**config.mk**
```make
export PLATFORM = sky130hd
export DESIGN_NAME = mem_access_unit
export DESIGN_NICKNAME = d
export VERILOG_FILES = /design/src/rtl/mem_access_unit.sv
export SDC_FILE = /design/constraint.sdc
export NUM_CORES = 1
export LEC_CHECK = 0
export BUFFER_PORTS_ARGS = -buffer_cell sky130_fd_sc_hd__buf_4
export CAP_MARGIN = 10
export CORE_MARGIN = 2
export CORE_UTILIZATION = 45
export CTS_CLUSTER_SIZE = 14
export DETAILED_ROUTE_END_ITERATION = 8
export PLACE_DENSITY = 0.73
export SETUP_SLACK_MARGIN = 0.5
export SYNTH_ARGS = -nofsm -noshare
export SYNTH_HDL_FRONTEND = slang
export SYNTH_SLANG_ARGS = --single-unit
export TNS_END_PERCENT = 10
```
**constraint.sdc**
```tcl
create_clock -name clk -period 5.6 [get_ports clk]
set_input_delay 0.84 -clock clk [delete_from_list [all_inputs] [get_ports clk]]
set_output_delay 0.84 -clock clk [all_outputs]
set_load 0.1 [all_outputs]
```
**src/rtl/mem_access_unit.sv**
```systemverilog
// rtl/mem_access_unit.sv - handshaked data-memory load/store access stage
//
// Purpose: runs each load/store from the controller as one transaction on a
// word-wide bus. Generates byte enables and lane-replicated store data,
// extracts and extends load data, rejects misaligned requests and stalls the
// core until the access completes or times out.
//
// Ports:
//   clk, rst            core clock, asynchronous active-high reset
//   req                 access request, held high while stall=1
//   MemWrite, MemRead   store / load (MemWrite wins if both)
//   memOp               00 word, 01 half, 10 byte, 11 word
//   sext                sign-extend sub-word loads when 1
//   addr, wdata         byte address and store data
//   stall               freeze PC/pipeline
//   rdata               registered, extended load result
//   done                one-cycle pulse when an access finishes
//   misalign            one-cycle pulse when a misaligned request is rejected
//   bus_err             one-cycle pulse with done on timeout abort
//   bus_valid, bus_we   bus request and write strobe
//   bus_be              byte enables, bit i = lane i
//   bus_addr, bus_wdata word address and lane-replicated store data
//   bus_ready           memory completes in the cycle it is sampled
//   bus_rdata           read word, valid with bus_ready

module mem_access_unit #(
  parameter int TIMEOUT = 16
) (
  input  logic        clk,
  input  logic        rst,
  input  logic        req,
  input  logic        MemWrite,
  input  logic        MemRead,
  input  logic [1:0]  memOp,
  input  logic        sext,
  input  logic [31:0] addr,
  input  logic [31:0] wdata,
  output logic        stall,
  output logic [31:0] rdata,
  output logic        done,
  output logic        misalign,
  output logic        bus_err,
  output logic        bus_valid,
  output logic        bus_we,
  output logic [3:0]  bus_be,
  output logic [31:0] bus_addr,
  output logic [31:0] bus_wdata,
  input  logic        bus_ready,
  input  logic [31:0] bus_rdata
);

  typedef enum logic [1:0] {IDLE, BUSY, DONE} state_t;

  localparam int CW = (TIMEOUT > 1) ? $clog2(TIMEOUT) : 1;
  localparam logic [CW-1:0] CNT_LAST = CW'(TIMEOUT - 1);

  state_t state, state_n;

  logic [31:0]   addr_q;
  logic [1:0]    op_q;
  logic          sext_q;
  logic          we_q;
  logic [3:0]    be_q;
  logic [31:0]   wdata_q;
  logic [CW-1:0] cnt;
  logic          err_q;

  // Request decode (combinational, IDLE-cycle inputs)
  logic        is_half, is_byte, is_word;
  logic        access, mis, accept;
  logic [3:0]  be_in;
  logic [31:0] wdata_in;

  always_comb begin
    is_half = (memOp == 2'b01);
    is_byte = (memOp == 2'b10);
    is_word = !is_half && !is_byte;
    access  = req && (MemRead || MemWrite);
    mis     = (is_half && addr[0]) || (is_word && (addr[1:0] != 2'b00));

    be_in    = 4'b1111;
    wdata_in = wdata;
    if (is_half) begin
      be_in    = addr[1] ? 4'b1100 : 4'b0011;
      wdata_in = {2{wdata[15:0]}};
    end else if (is_byte) begin
      be_in    = 4'b0001 << addr[1:0];
      wdata_in = {4{wdata[7:0]}};
    end
  end

  // Load data lane selection and extension from the latched request
  logic [7:0]  lane_b;
  logic [15:0] lane_h;
  logic [31:0] load_ext;

  always_comb begin
    case (addr_q[1:0])
      2'd0:    lane_b = bus_rdata[7:0];
      2'd1:    lane_b = bus_rdata[15:8];
      2'd2:    lane_b = bus_rdata[23:16];
      default: lane_b = bus_rdata[31:24];
    endcase
    lane_h = addr_q[1] ? bus_rdata[31:16] : bus_rdata[15:0];

    case (op_q)
      2'b01:   load_ext = {{16{sext_q & lane_h[15]}}, lane_h};
      2'b10:   load_ext = {{24{sext_q & lane_b[7]}}, lane_b};
      default: load_ext = bus_rdata;
    endcase
  end

  // State register
  always_ff @(posedge clk or posedge rst) begin
    if (rst) state <= IDLE;
    else     state <= state_n;
  end

  // Next state and outputs
  always_comb begin
    state_n   = state;
    accept    = 1'b0;
    stall     = 1'b0;
    misalign  = 1'b0;
    done      = 1'b0;
    bus_err   = 1'b0;
    bus_valid = 1'b0;
    bus_we    = 1'b0;
    bus_be    = 4'b0000;
    bus_addr  = 32'h0;
    bus_wdata = 32'h0;

    case (state)
      IDLE: begin
        // Gated with rst so reset kills the combinational stall/misalign
        // paths immediately even while req is still held high.
        if (access && !rst) begin
          if (mis) begin
            misalign = 1'b1;
          end else begin
            accept  = 1'b1;
            stall   = 1'b1;
            state_n = BUSY;
          end
        end
      end
      BUSY: begin
        stall     = 1'b1;
        bus_valid = 1'b1;
        bus_we    = we_q;
        bus_be    = be_q;
        bus_addr  = {addr_q[31:2], 2'b00};
        bus_wdata = wdata_q;
        if (bus_ready || (cnt == CNT_LAST)) state_n = DONE;
      end
      DONE: begin
        done    = 1'b1;
        bus_err = err_q;
        state_n = IDLE;
      end
      default: state_n = IDLE;
    endcase
  end

  // Transaction registers, timeout counter and load result
  always_ff @(posedge clk or posedge rst) begin
    if (rst) begin
      addr_q  <= 32'h0;
      op_q    <= 2'b00;
      sext_q  <= 1'b0;
      we_q    <= 1'b0;
      be_q    <= 4'b0000;
      wdata_q <= 32'h0;
      cnt     <= '0;
      err_q   <= 1'b0;
      rdata   <= 32'h0;
    end else if (accept) begin
      addr_q  <= addr;
      op_q    <= memOp;
      sext_q  <= sext;
      we_q    <= MemWrite;
      be_q    <= be_in;
      wdata_q <= wdata_in;
      cnt     <= '0;
      err_q   <= 1'b0;
    end else if (state == BUSY) begin
      // A ready in the final allowed cycle still counts as success.
      if (bus_ready) begin
        if (!we_q) rdata <= load_ext;
      end else if (cnt == CNT_LAST) begin
        err_q <= 1'b1;
        if (!we_q) rdata <= 32'h0;
      end else begin
        cnt <= cnt + 1'b1;
      end
    end
  end

endmodule

```
Word-level counts from Yosys, hierarchy flattened. Cells that the tools add are included.

Reduce and logical (&&, ||, !) cells: 21. Add/subtract/negate cells: 1. Bitwise operators: 4. Equality and inequality tests: 14. Mux-type cells: 38. Shifts and indexed selects: 1.

Operator list (number): $mux 32 (8); $pmux 32 s2 (1); $mux 4 (8); $pmux 8 s3 (1); $mux 16 (1); $mux 1 (14); $reduce_and 3->1 (3); $eq 2x1->1 const B (4); $eq 2x2->1 const B (4); $ne 2x2->1 const B (4); $reduce_bool 2->1 (4); $mux 2 (3); $logic_and 1x1->1 (5); $add 4x1->4 const B (1); $eq 4x4->1 const B (1); $logic_not 2->1 (2); $pmux 2 s2 (1); $reduce_and 4->1 (1); $shl 1x2->4 const A (1); $logic_not 1->1 (3); $logic_or 1x1->1 (3); $and 1x1->1 (2); $ne 2x1->1 const B (1); $not 1->1 (2); $pmux 1 s2 (1).

Word-level logic and storage cells: 89. Bits in registers: 111. Output and inout port bits: 106.

Logic depth before layout (Yosys ltp). Gate-level depths: netlist of run 1.

Depth in word-level cells: 10. Mapped depth: 8. Depth with buffers taken out: 6.

Worst setup path before layout of run 1. No wires, ideal clock.

Path type: input-to-output. From: in memOp[0]. To: out misalign. Stages on the path: 4. Data arrival time: 2.795 ns. Path slack: 1.965 ns. Required time: 4.760 ns. Cell sequence: inv_1 -> ha_1 -> o21ai_0 -> a21oi_1.

Word-level cells in the longest chain between the ends: 8. Elaborated cells between the ends (all ways): 11.

Ends and longest elaborated chain: start: declaration (RTL line 34) `input logic [1:0] memOp,`; $eq 2x1->1 or $eq 2x2->1 (tied branches) (RTL line 75, 76); $logic_not 1->1 (RTL line 77) `is_word = !is_half && !is_byte;`; $logic_and 1x1->1 (RTL line 77); $logic_and 1x1->1 (RTL line 79) `mis = (is_half && addr[0]) || (is_word && (addr[1:0] != 2'b00));`; $logic_or 1x1->1 (*) (RTL line 79); $mux 1 (*) (RTL line 138) `if (mis) begin`; $mux 1 (*) (RTL line 137) `if (access && !rst) begin`; $mux 1 (*) (RTL line 133) `case (state)`; end: declaration (RTL line 41) `output logic misalign,`.

Every way passes the cells marked *; elsewhere a longest branch is shown, timed or not.

Final worst setup path of run 1.
From: in memOp[1]. To: out stall.

Word-level cells in the longest chain between the ends: 8. Elaborated cells between the ends (all ways): 11.

Ends and longest elaborated chain: $eq 2x1->1 or $eq 2x2->1 (tied branches) (RTL line 75, 76); $logic_not 1->1 (RTL line 77); $logic_and 1x1->1 (RTL line 77); $logic_and 1x1->1 (RTL line 79); $logic_or 1x1->1 (*) (RTL line 79); $mux 1 (*) (RTL line 138); $mux 1 (*) (RTL line 137); $pmux 1 s2 (*) (RTL line 133); end: declaration (RTL line 38) `output logic stall,`.

Marked as above.

==> results.toml, run 1 <==
[status]
status = "complete, no violations"

[run]
cap_violations = 0

[grt]
grt_pass1_wl_mm = 24.0
grt_pass1_vias = 4706
track_usage = 0.213
grt_overflow = 0
grt_max_degree = 78
antenna_found_initial = 0

[synthesis]
synth_seq_cells = 111
synth_ff_type = "dfrtp_1"
yosys.cell_types.count = 44
async_flop_share = 1.00
synth_warnings = 0
synth_top_family_by_area = "multiplexers"
syn-instance-count = 558
syn_area_sq_mm = 0.00587
yosys.area_share.simple = 0.155
synth.yosys.seq_area_share = 0.473
synth-xor-area-share = 0.00448
synth-compound-area-share = 0.141
postSynthAreaPerCell_sq_um = 10.5
synth_mux_area_frac = 0.167
synth_edf_count = 0
synth_fa_ha_area_frac = 0.0107

[cells_and_area]
area_growth_pct = 31.8
drive_gt1_frac = 0.387
layout.nets = 850
regArea_sq_mm = 0.00278
stdcell_count = 916
final_cell_area_sq_mm = 0.00774
nFillCells = 1036
multiInputGateArea_sq_mm = 0.00282
antenna_cells = 0

[die]
chipHeight_um = 118
die_width_um = 118
start_util = 0.463
core_sq_mm = 0.0127
io_pins = 211
dieArea_sq_mm = 0.0140
fp-row-count = 41

[power_and_ir_drop]
vdd_drop_max_v = 0.000321
seq_power_share = 0.317
clock_power_share = 0.166
p_sw_frac = 0.494
power_density_mw_per_mm2 = 504
power_frac_comb = 0.517
p_int_uw = 1970
p_leak_uw = 0.00399
p_sw_uw = 1930
p_total_uw = 3900

[worst_hold_path]
hold_class = "reg2reg"
min_from = "wdata_q[8]"
whs_endpoint = "wdata_q[8]"
hold_depth = 2

[setup_path]
r2r_slack_ns = 2.97
crit_type = "in2out"
cpMostUsedCell = "buf_4"
worstPathRequired_ns = 4.76
max_stage_delay_ns = 0.59
critPathSlowestCell = "o2111ai_4"
endpoint_kind = "output port"
crit_chain = "buf_4 -> inv_1 -> ha_1 -> o21ai_0 -> o2111ai_4 -> nand2_1 -> buf_4"
crit_arrival_ns = 3.01
r2r_start = "state[1]"
r2r_cells = 4
start_kind = "input port"
r2r_end = "addr_q[5]"
cp_max_fo = 30

[route]
firstDrtPassIters = 6
drtIter0Drc = 308
drc = 0
routed-via-count = 4706
viasPerCell = 5.14
wl_per_cell_um = 16.2
final_antenna_net_count = 0
wirelength_mm = 14.8

[cts]
clkTransAtPathRegs_ns = 0.07
cts_tree = "yes"
clkSinkCount = 111
ctsHoldBuffers = 0
h-tree-depth = 3
cts.repair.resized = 0
cts_setup_buffers = 0
cts-root-buf = "clkbuf_16"
cts_buffers = 9
clockBufferDepth = 2
clock_latency_ns = 0.36

[sta]
finalSetupViolCount = 0
tightest_slew_ns = 1.12
max_freq_mhz = 259
tns_ns = 0
slew_headroom = 0.251
clock_skew_ns = 0.00603
rsz0062_at_grt = "false"
timing.final.crit_period_ns = 3.85
drv_slew = 0
finalHoldViolations = 0
finalCritPeriodShare = 0.688

[placement]
place_area_sq_mm = 0.00744
gp_congestion = 0.854
port_buffers = 208
dp_hpwl_mm = 10.9
dp_cells = 901
-- cells in the final DEF (no fill, tap or decap), drive strengths merged, types with 12 or more instances in the layout --
cell type / instances
buf: 211
dfrtp: 111
nand2: 72
and2: 70
o21ai: 61
mux2: 51
a21oi: 44
mux2i: 25
nor2: 15
clkbuf: 12
-- how the worst max path moves through the flow --
stage / end / slack, ns / from / cells after the start
floorplan: addr_q[0] / 1.83 / rst / 1
global placement: stall / 1.82 / memOp[0] / 6
detailed placement: stall / 1.74 / memOp[1] / 7
CTS: stall / 1.74 / memOp[1] / 7
global route: stall / 1.52 / memOp[1] / 7
finish: stall / 1.75 / memOp[1] / 7
-- layer usage --
metal	global-route usage	share of wire	vias up
met4	0.0791	0.020	0
met3	0.0487	0.071	20
met2	0.335	0.46	189
li1	-	-	2271
met1	0.289	0.45	2226
met5	0	0	-
-- final cells by class --
cell class / count / area share
sequential: 111 / 0.359
inverter: 10 / 0.00518
clock inverter: 3 / 0.00550
clock buffer: 12 / 0.0332
multi-input combinational: 397 / 0.365
timing repair buffer: 211 / 0.205
tap: 172 / 0.0278
-- worst max-delay path: cells and delay by family --
family / cells / cell delay [ns]
adders and majority gates: 1 / 0.39
AOI/OAI and AO/OA: 2 / 1.10
and+or+nand+nor: 1 / 0.23
buffers and inverters: 3 / 0.45
-- registers in the layout, summed over array words and instances, names as in the netlist, 2 cells and up --
register,flops
wdata_q,32
op_q,2
cnt,4
state,2
rdata,32
addr_q,32
be_q,4
-- through the flow --
step | worst slack [ns] | util | hold WS, ns
after global routing | 1.52 | 0.611 | 0.503
after detailed placement | 1.74 | 0.587 | 0.462
after CTS | 1.74 | 0.611 | 0.479
after floorplan | 1.83 | - | 0.441
final | 1.75 | 0.611 | 0.476
after global placement | 1.82 | 0.587 | 0.454
-- Yosys cell counts, types with 2 or more instances --
library cell	number	area, sq um
a21o_1	7	52.6
a21oi_1	44	220
a221o_1	7	70.1
a31oi_1	2	12.5
and2_1	70	438
and3_1	2	12.5
buf_1	2	7.51
buf_2	5	25.0
buf_4	4	30.0
buf_6	10	113
clkbuf_1	20	75.1
dfrtp_1	111	2780
ha_1	5	62.6
inv_1	10	37.5
mux2_2	10	113
mux2_4	41	616
mux2i_1	25	250
nand2_1	72	270
nand3_1	4	20.0
nor2_1	15	56.3
nor2b_1	3	18.8
o211ai_1	7	52.6
o21ai_0	48	240
o21ai_1	9	45.0
o21ai_2	4	35.0
xor2_1	3	26.3
-- logic make-up (layout without fill, tap and decap cells) --
logic type / after synthesis / count (layout)
buf+inv: 51 / 236
xor+xnor: 3 / 3
compound gates: 136 / 136
simple gates: 175 / 175
mux: 76 / 76
flops: 111 / 111
other cells: 1 / 2
fa+ha+maj: 5 / 5
-- power by group through the flow --
stage	Clock, uW	Combinational (uW)	Sequential (uW)
after global routing	690	2110	1270
after CTS	664	2020	1240
after detailed placement	0	2020	1250
after floorplan	0	864	1960
final	648	2020	1240
after global placement	0	2000	1230
Power figures use the tool's default switching activity.
==> run 2: changes to the inputs <==
--- a/config.mk
+++ b/config.mk
@@ -5,6 +5,7 @@
 export SDC_FILE = /design/constraint.sdc
 export NUM_CORES = 1
 export LEC_CHECK = 0
+export ABC_AREA = 1
 export BUFFER_PORTS_ARGS = -buffer_cell sky130_fd_sc_hd__buf_4
 export CAP_MARGIN = 10
 export CORE_MARGIN = 2
==> constraint.sdc (replaced) <==
create_clock -name clk -period 3.66 [get_ports clk]
set_input_delay 0.549 -clock clk [delete_from_list [all_inputs] [get_ports clk]]
set_output_delay 0.549 -clock clk [all_outputs]
set_load 0.1 [all_outputs]
==> results.toml, run 2 <==
[status]
status = "complete, no violations"

[die]
dieArea_sq_mm = 0.0140
start_util = 0.464
die_width_um = 118
core_sq_mm = 0.0127
fp-row-count = 41
chipHeight_um = 118
io_pins = 211

[synthesis]
synth.yosys.seq_area_share = 0.472
async_flop_share = 1.00
synth_edf_count = 0
synth_area_leader_cell = "dfrtp_1"
syn-instance-count = 830
synth_ff_type = "dfrtp_1"
synth_area_leaders = "dfrtp_1 (47%), nand2_1 (19%), nor2_1 (6.6%)"
syn_area_sq_mm = 0.00588
synth_warnings = 0
synth_top_area_frac = 0.472
yosys-top-cells-count = "nand2_1 (292), dfrtp_1 (111), nor2_1 (103)"
synth_seq_cells = 111
synth_most_common_cell = "nand2_1"
yosys.cell_types.count = 28
postSynthAreaPerCell_sq_um = 7.09

[sta]
drv_slew = 0
tightest_slew_ns = 0.833
finalHoldViolations = 0
timing.final.crit_period_ns = 2.72
finalCritPeriodShare = 0.744
finalSetupViolCount = 0
clock_skew_ns = 0.00534
tns_ns = 0
slew_headroom = 0.443
rsz0062_at_grt = "false"
max_freq_mhz = 367

[grt]
grt_max_degree = 66
antenna_found_initial = 0
track_usage = 0.241
grt_overflow = 0
grt_pass1_wl_mm = 27.0
grt_pass1_vias = 5450

[setup_path]
start_kind = "register"
crit_type = "reg2out"
worstPathRequired_ns = 3.11
crit_arrival_ns = 2.17
r2r_slack_ns = 1.46
cp_max_fo = 34
endpoint_kind = "output port"
r2r_start = "op_q[0]"
r2r_cells = 7
r2r_end = "rdata[7]"

[cts]
clockBufferDepth = 2
h-tree-depth = 3
clkTransAtPathRegs_ns = 0.07
cts-root-buf = "clkbuf_16"
cts_setup_buffers = 0
clock_latency_ns = 0.35
cts_tree = "yes"
cts.repair.resized = 0
cts_buffers = 9
ctsHoldBuffers = 0
clkSinkCount = 111

[cells_and_area]
top_regs = "addr_q: 32 flops, rdata: 32 flops, wdata_q: 32 flops"
area_growth_pct = 32.7
antenna_cells = 0
final_cell_mix = "nand2_1 (291), buf_4 (219), dfrtp_1 (111)"
final_common_cell = "nand2_1"
final_cell_area_sq_mm = 0.00781
drive_gt1_frac = 0.243
nFillCells = 1199
layout.nets = 1127

[placement]
gp_congestion = 0.907
place_area_sq_mm = 0.00754
dp_hpwl_mm = 12.3
port_buffers = 208

[route]
final_antenna_net_count = 0
drtIter0Drc = 456
drc = 0
wirelength_mm = 16.4
viasPerCell = 4.86
wl_per_cell_um = 13.8
firstDrtPassIters = 4
routed-via-count = 5788

[power_and_ir_drop]
p_leak_uw = 0.00427
clock_power_share = 0.154
p_sw_uw = 3180
power_frac_comb = 0.539
p_sw_frac = 0.524
vdd_drop_max_v = 0.000293
power_density_mw_per_mm2 = 778
p_int_uw = 2890
seq_power_share = 0.307

[worst_hold_path]
min_from = "sext"
whs_endpoint = "sext_q"
hold_class = "in2reg"
hold_depth = 3

[run]
cap_violations = 0
## run 2: routing by layer
metal | track usage | wire (um)
met5 | 0 | 0
met3 | 0.0661 | 1460
met1 | 0.320 | 7250
met4 | 0.0866 | 324
met2 | 0.377 | 7400
## run 2: cell type report
cell class / instances / area [sq um] / area share
Multi-Input combinational cell: 573 / 2480 / 0.317
Inverter: 101 / 384 / 0.0492
Sequential cell: 111 / 2780 / 0.356
Clock buffer: 11 / 233 / 0.0298
Clock inverter: 2 / 35.0 / 0.00449
Timing Repair Buffer: 221 / 1680 / 0.216
Tap cell: 172 / 215 / 0.0276
## run 2: critical path: stages (launching register included)
cell     delay [ns]
dfrtp_1        0.43
inv_2          0.12
nor2_4         0.05
inv_2          0.40
buf_4          0.44
nor2_1         0.10
buf_4          0.25
## run 2: metrics by stage
| stage | total power (uW) | instances | hold slack (ns) | setup slack, ns | utilization |
|---|---|---|---|---|---|
| floorplan | 4440 | 831 | 0.453 | 0.174 | - |
| global placement | 5120 | 1178 | 0.464 | 1.13 | 0.595 |
| detailed placement | 5160 | 1178 | 0.469 | 1.07 | 0.595 |
| CTS | 6110 | 1191 | 0.385 | 0.908 | 0.616 |
| global route | 6410 | 1191 | 0.400 | 0.780 | 0.616 |
| finish | 6070 | 1191 | 0.395 | 0.938 | 0.616 |
## run 2: worst max path at each step
stage             start            end  slack [ns]  cells past startpoint
4_1_cts        state[0]  bus_wdata[25]        0.91                      6
5_1_grt        state[0]  bus_wdata[25]        0.78                      6
3_5_place_dp   memOp[1]          stall        1.07                     11
2_1_floorplan       rst          stall        0.17                      6
3_3_place_gp   memOp[1]          stall        1.13                     11
6_report       state[0]   bus_addr[12]        0.94                      6
## run 2: cells by family after synthesis
| group | count (synthesis) | share of synthesized area |
|---|---|---|
| other cells | 1 | 0.000637 |
| buf+inv | 147 | 0.111 |
| flops | 111 | 0.472 |
| compound gates | 112 | 0.0959 |
| simple gates | 454 | 0.310 |
| fa+ha+maj | 5 | 0.0106 |
## run 2: power by group through the flow
stage | logic [uW] | registers [uW] | clock network [uW]
final | 3270 | 1870 | 934
after global routing | 3490 | 1920 | 998
after CTS | 3290 | 1870 | 958
after detailed placement | 3280 | 1890 | 0
after global placement | 3250 | 1870 | 0
after floorplan | 1450 | 2990 | 0
==> run 3: changes to the inputs <==
--- a/config.mk
+++ b/config.mk
@@ -12,7 +12,7 @@
 export CORE_UTILIZATION = 45
 export CTS_CLUSTER_SIZE = 14
 export DETAILED_ROUTE_END_ITERATION = 8
-export PLACE_DENSITY = 0.73
+export PLACE_DENSITY = 0.76
 export SETUP_SLACK_MARGIN = 0.5
 export SYNTH_ARGS = -nofsm -noshare
 export SYNTH_HDL_FRONTEND = slang
==> constraint.sdc (replaced) <==
create_clock -name clk -period 2.4 [get_ports clk]
set_input_delay 0.36 -clock clk [delete_from_list [all_inputs] [get_ports clk]]
set_output_delay 0.36 -clock clk [all_outputs]
set_load 0.1 [all_outputs]
==> results.toml, run 3 (synthesized netlist as in run 2, its figures left out) <==
[route]
routed-via-count = 6077
wirelength_mm = 18.6
wl_per_cell_um = 15.4
viasPerCell = 5.04
final_antenna_net_count = 0
drc = 0
drtIter0Drc = 658
firstDrtPassIters = 5

[worst_hold_path]
hold_class = "in2async"

[power_and_ir_drop]
power_density_mw_per_mm2 = 1120
vdd_drop_max_v = 0.000469
p_leak_uw = 0.00447

[sta]
clock_skew_ns = 0.00580
finalHoldViolations = 0
finalCritPeriodShare = 0.847
fin_ws_ns = 0.368
rsz0062_at_grt = "true"
finalSetupViolCount = 0
tns_ns = 0
drv_slew = 0
timing.final.crit_period_ns = 2.03
tightest_slew_ns = 0.598
slew_headroom = 0.601
max_freq_mhz = 492

[grt]
grt_pass1_wl_mm = 29.7
track_usage = 0.265
grt_pass1_vias = 5938
grt_overflow = 0
antenna_found_initial = 0
grt_max_degree = 112

[run]
cap_violations = 0

[placement]
gp_congestion = 0.882
port_buffers = 208
dp_hpwl_mm = 11.9
pre_cts_ws_ns = 0.504

[setup_path]
crit_arrival_ns = 1.67
cpMostUsedCell = "buf_12"
worstPathRequired_ns = 2.04
endpoint_kind = "output port"
max_stage_delay_ns = 0.46
critPathSlowestCell = "dfrtp_2"
crit_chain = "nor2_4 -> buf_12 -> inv_8 -> buf_12 -> nor2_2 -> buf_12"
r2r_slack_ns = 0.56
cp_max_fo = 18
r2r_end = "rdata[1]"
r2r_start = "op_q[0]"
r2r_cells = 7
crit_type = "reg2out"
start_kind = "register"

[cts]
h-tree-depth = 3
cts_buffers = 9
clkTransAtPathRegs_ns = 0.07
clockBufferDepth = 2
ctsHoldBuffers = 0
clock_latency_ns = 0.36
clkSinkCount = 111
cts_tree = "yes"
cts-root-buf = "clkbuf_16"

[cells_and_area]
final_cell_mix = "nand2_1 (290), buf_4 (161), dfrtp_1 (110)"
area_growth_pct = 48.8
antenna_cells = 0
top_regs = "addr_q: 32 flops, rdata: 32 flops, wdata_q: 32 flops"
drive_gt1_frac = 0.303
final_common_cell = "nand2_1"
layout.nets = 1139

[status]
status = "complete, no violations"

[die]
die_width_um = 118
io_pins = 211
chipHeight_um = 118
fp-row-count = 41
core_sq_mm = 0.0127
start_util = 0.464
dieArea_sq_mm = 0.0140
run 3: cell count changes in the layout (fill, tap and decap cells not counted), sizes merged:
cell | previous run | this run
clkbuf | 11 | 13
inv | 98 | 100
nand4 | 2 | 3
clkinv | 3 | 5
bufinv | 1 | 0
buf | 221 | 230
run 3: metrics by stage:
stage | instances | cell area (sq um) | total power (uW) | hold slack, ns | util
final | 1206 | 8750 | 9770 | 0.202 | 0.691
after global routing | 1206 | 8750 | 10300 | 0.213 | 0.691
after CTS | 1204 | 8620 | 9670 | 0.197 | 0.681
after detailed placement | 1181 | 7630 | 7930 | 0.467 | 0.602
after global placement | 1181 | 7630 | 7880 | 0.464 | 0.602
after floorplan | 831 | 5940 | 6790 | 0.453 | -
run 3: area by class of cell:
class / count / area (sq um)
Clock buffer: 13 / 250
Multi-Input combinational cell: 574 / 2750
Tap cell: 172 / 215
Inverter: 101 / 394
Timing Repair Buffer: 230 / 2340
Sequential cell: 111 / 2780
Timing Repair inverter: 2 / 12.5
Fill cell: 1010 / 3920
Clock inverter: 3 / 18.8
run 3: worst max-delay path by stage:
stage / startpoint / end
2_1_floorplan: rst / stall
3_3_place_gp: memOp[0] / stall
3_5_place_dp: cnt[1] / rdata[13]
4_1_cts: state[1] / bus_addr[13]
5_1_grt: state[1] / bus_addr[10]
6_report: state[1] / bus_addr[10]
run 3: worst max-delay path, delay by kind of cell (launching register included):
kind / cells / cell delay, ns
and+or+nand+nor: 2 / 0.28
DFF: 1 / 0.46
buffers and inverters: 4 / 0.54
run 3: routing by layer:
layer,global-route usage,vias to the layer above,routed length (um)
met2,0.422,263,8820
met1,0.351,2830,7680
met3,0.0545,47,1410
met5,0,-,0
met4,0.111,0,668
li1,-,2937,-
run 3: what timing repair did:
action / in CTS / in global routing
cloned: 2 / 1
hold endpoints to repair: 0 / 0
setup endpoints to repair: 69 / 99
setup buffers: 5 / 1
pin swaps: 1 / 0
gates resized for setup: 173 / 25
run 3: power by group:
| part | switching (uW) | total [uW] | internal, uW |
|---|---|---|---|
| Sequential | 313 | 2830 | 2520 |
| Combinational | 4180 | 5530 | 1340 |
| Clock | 681 | 1410 | 734 |
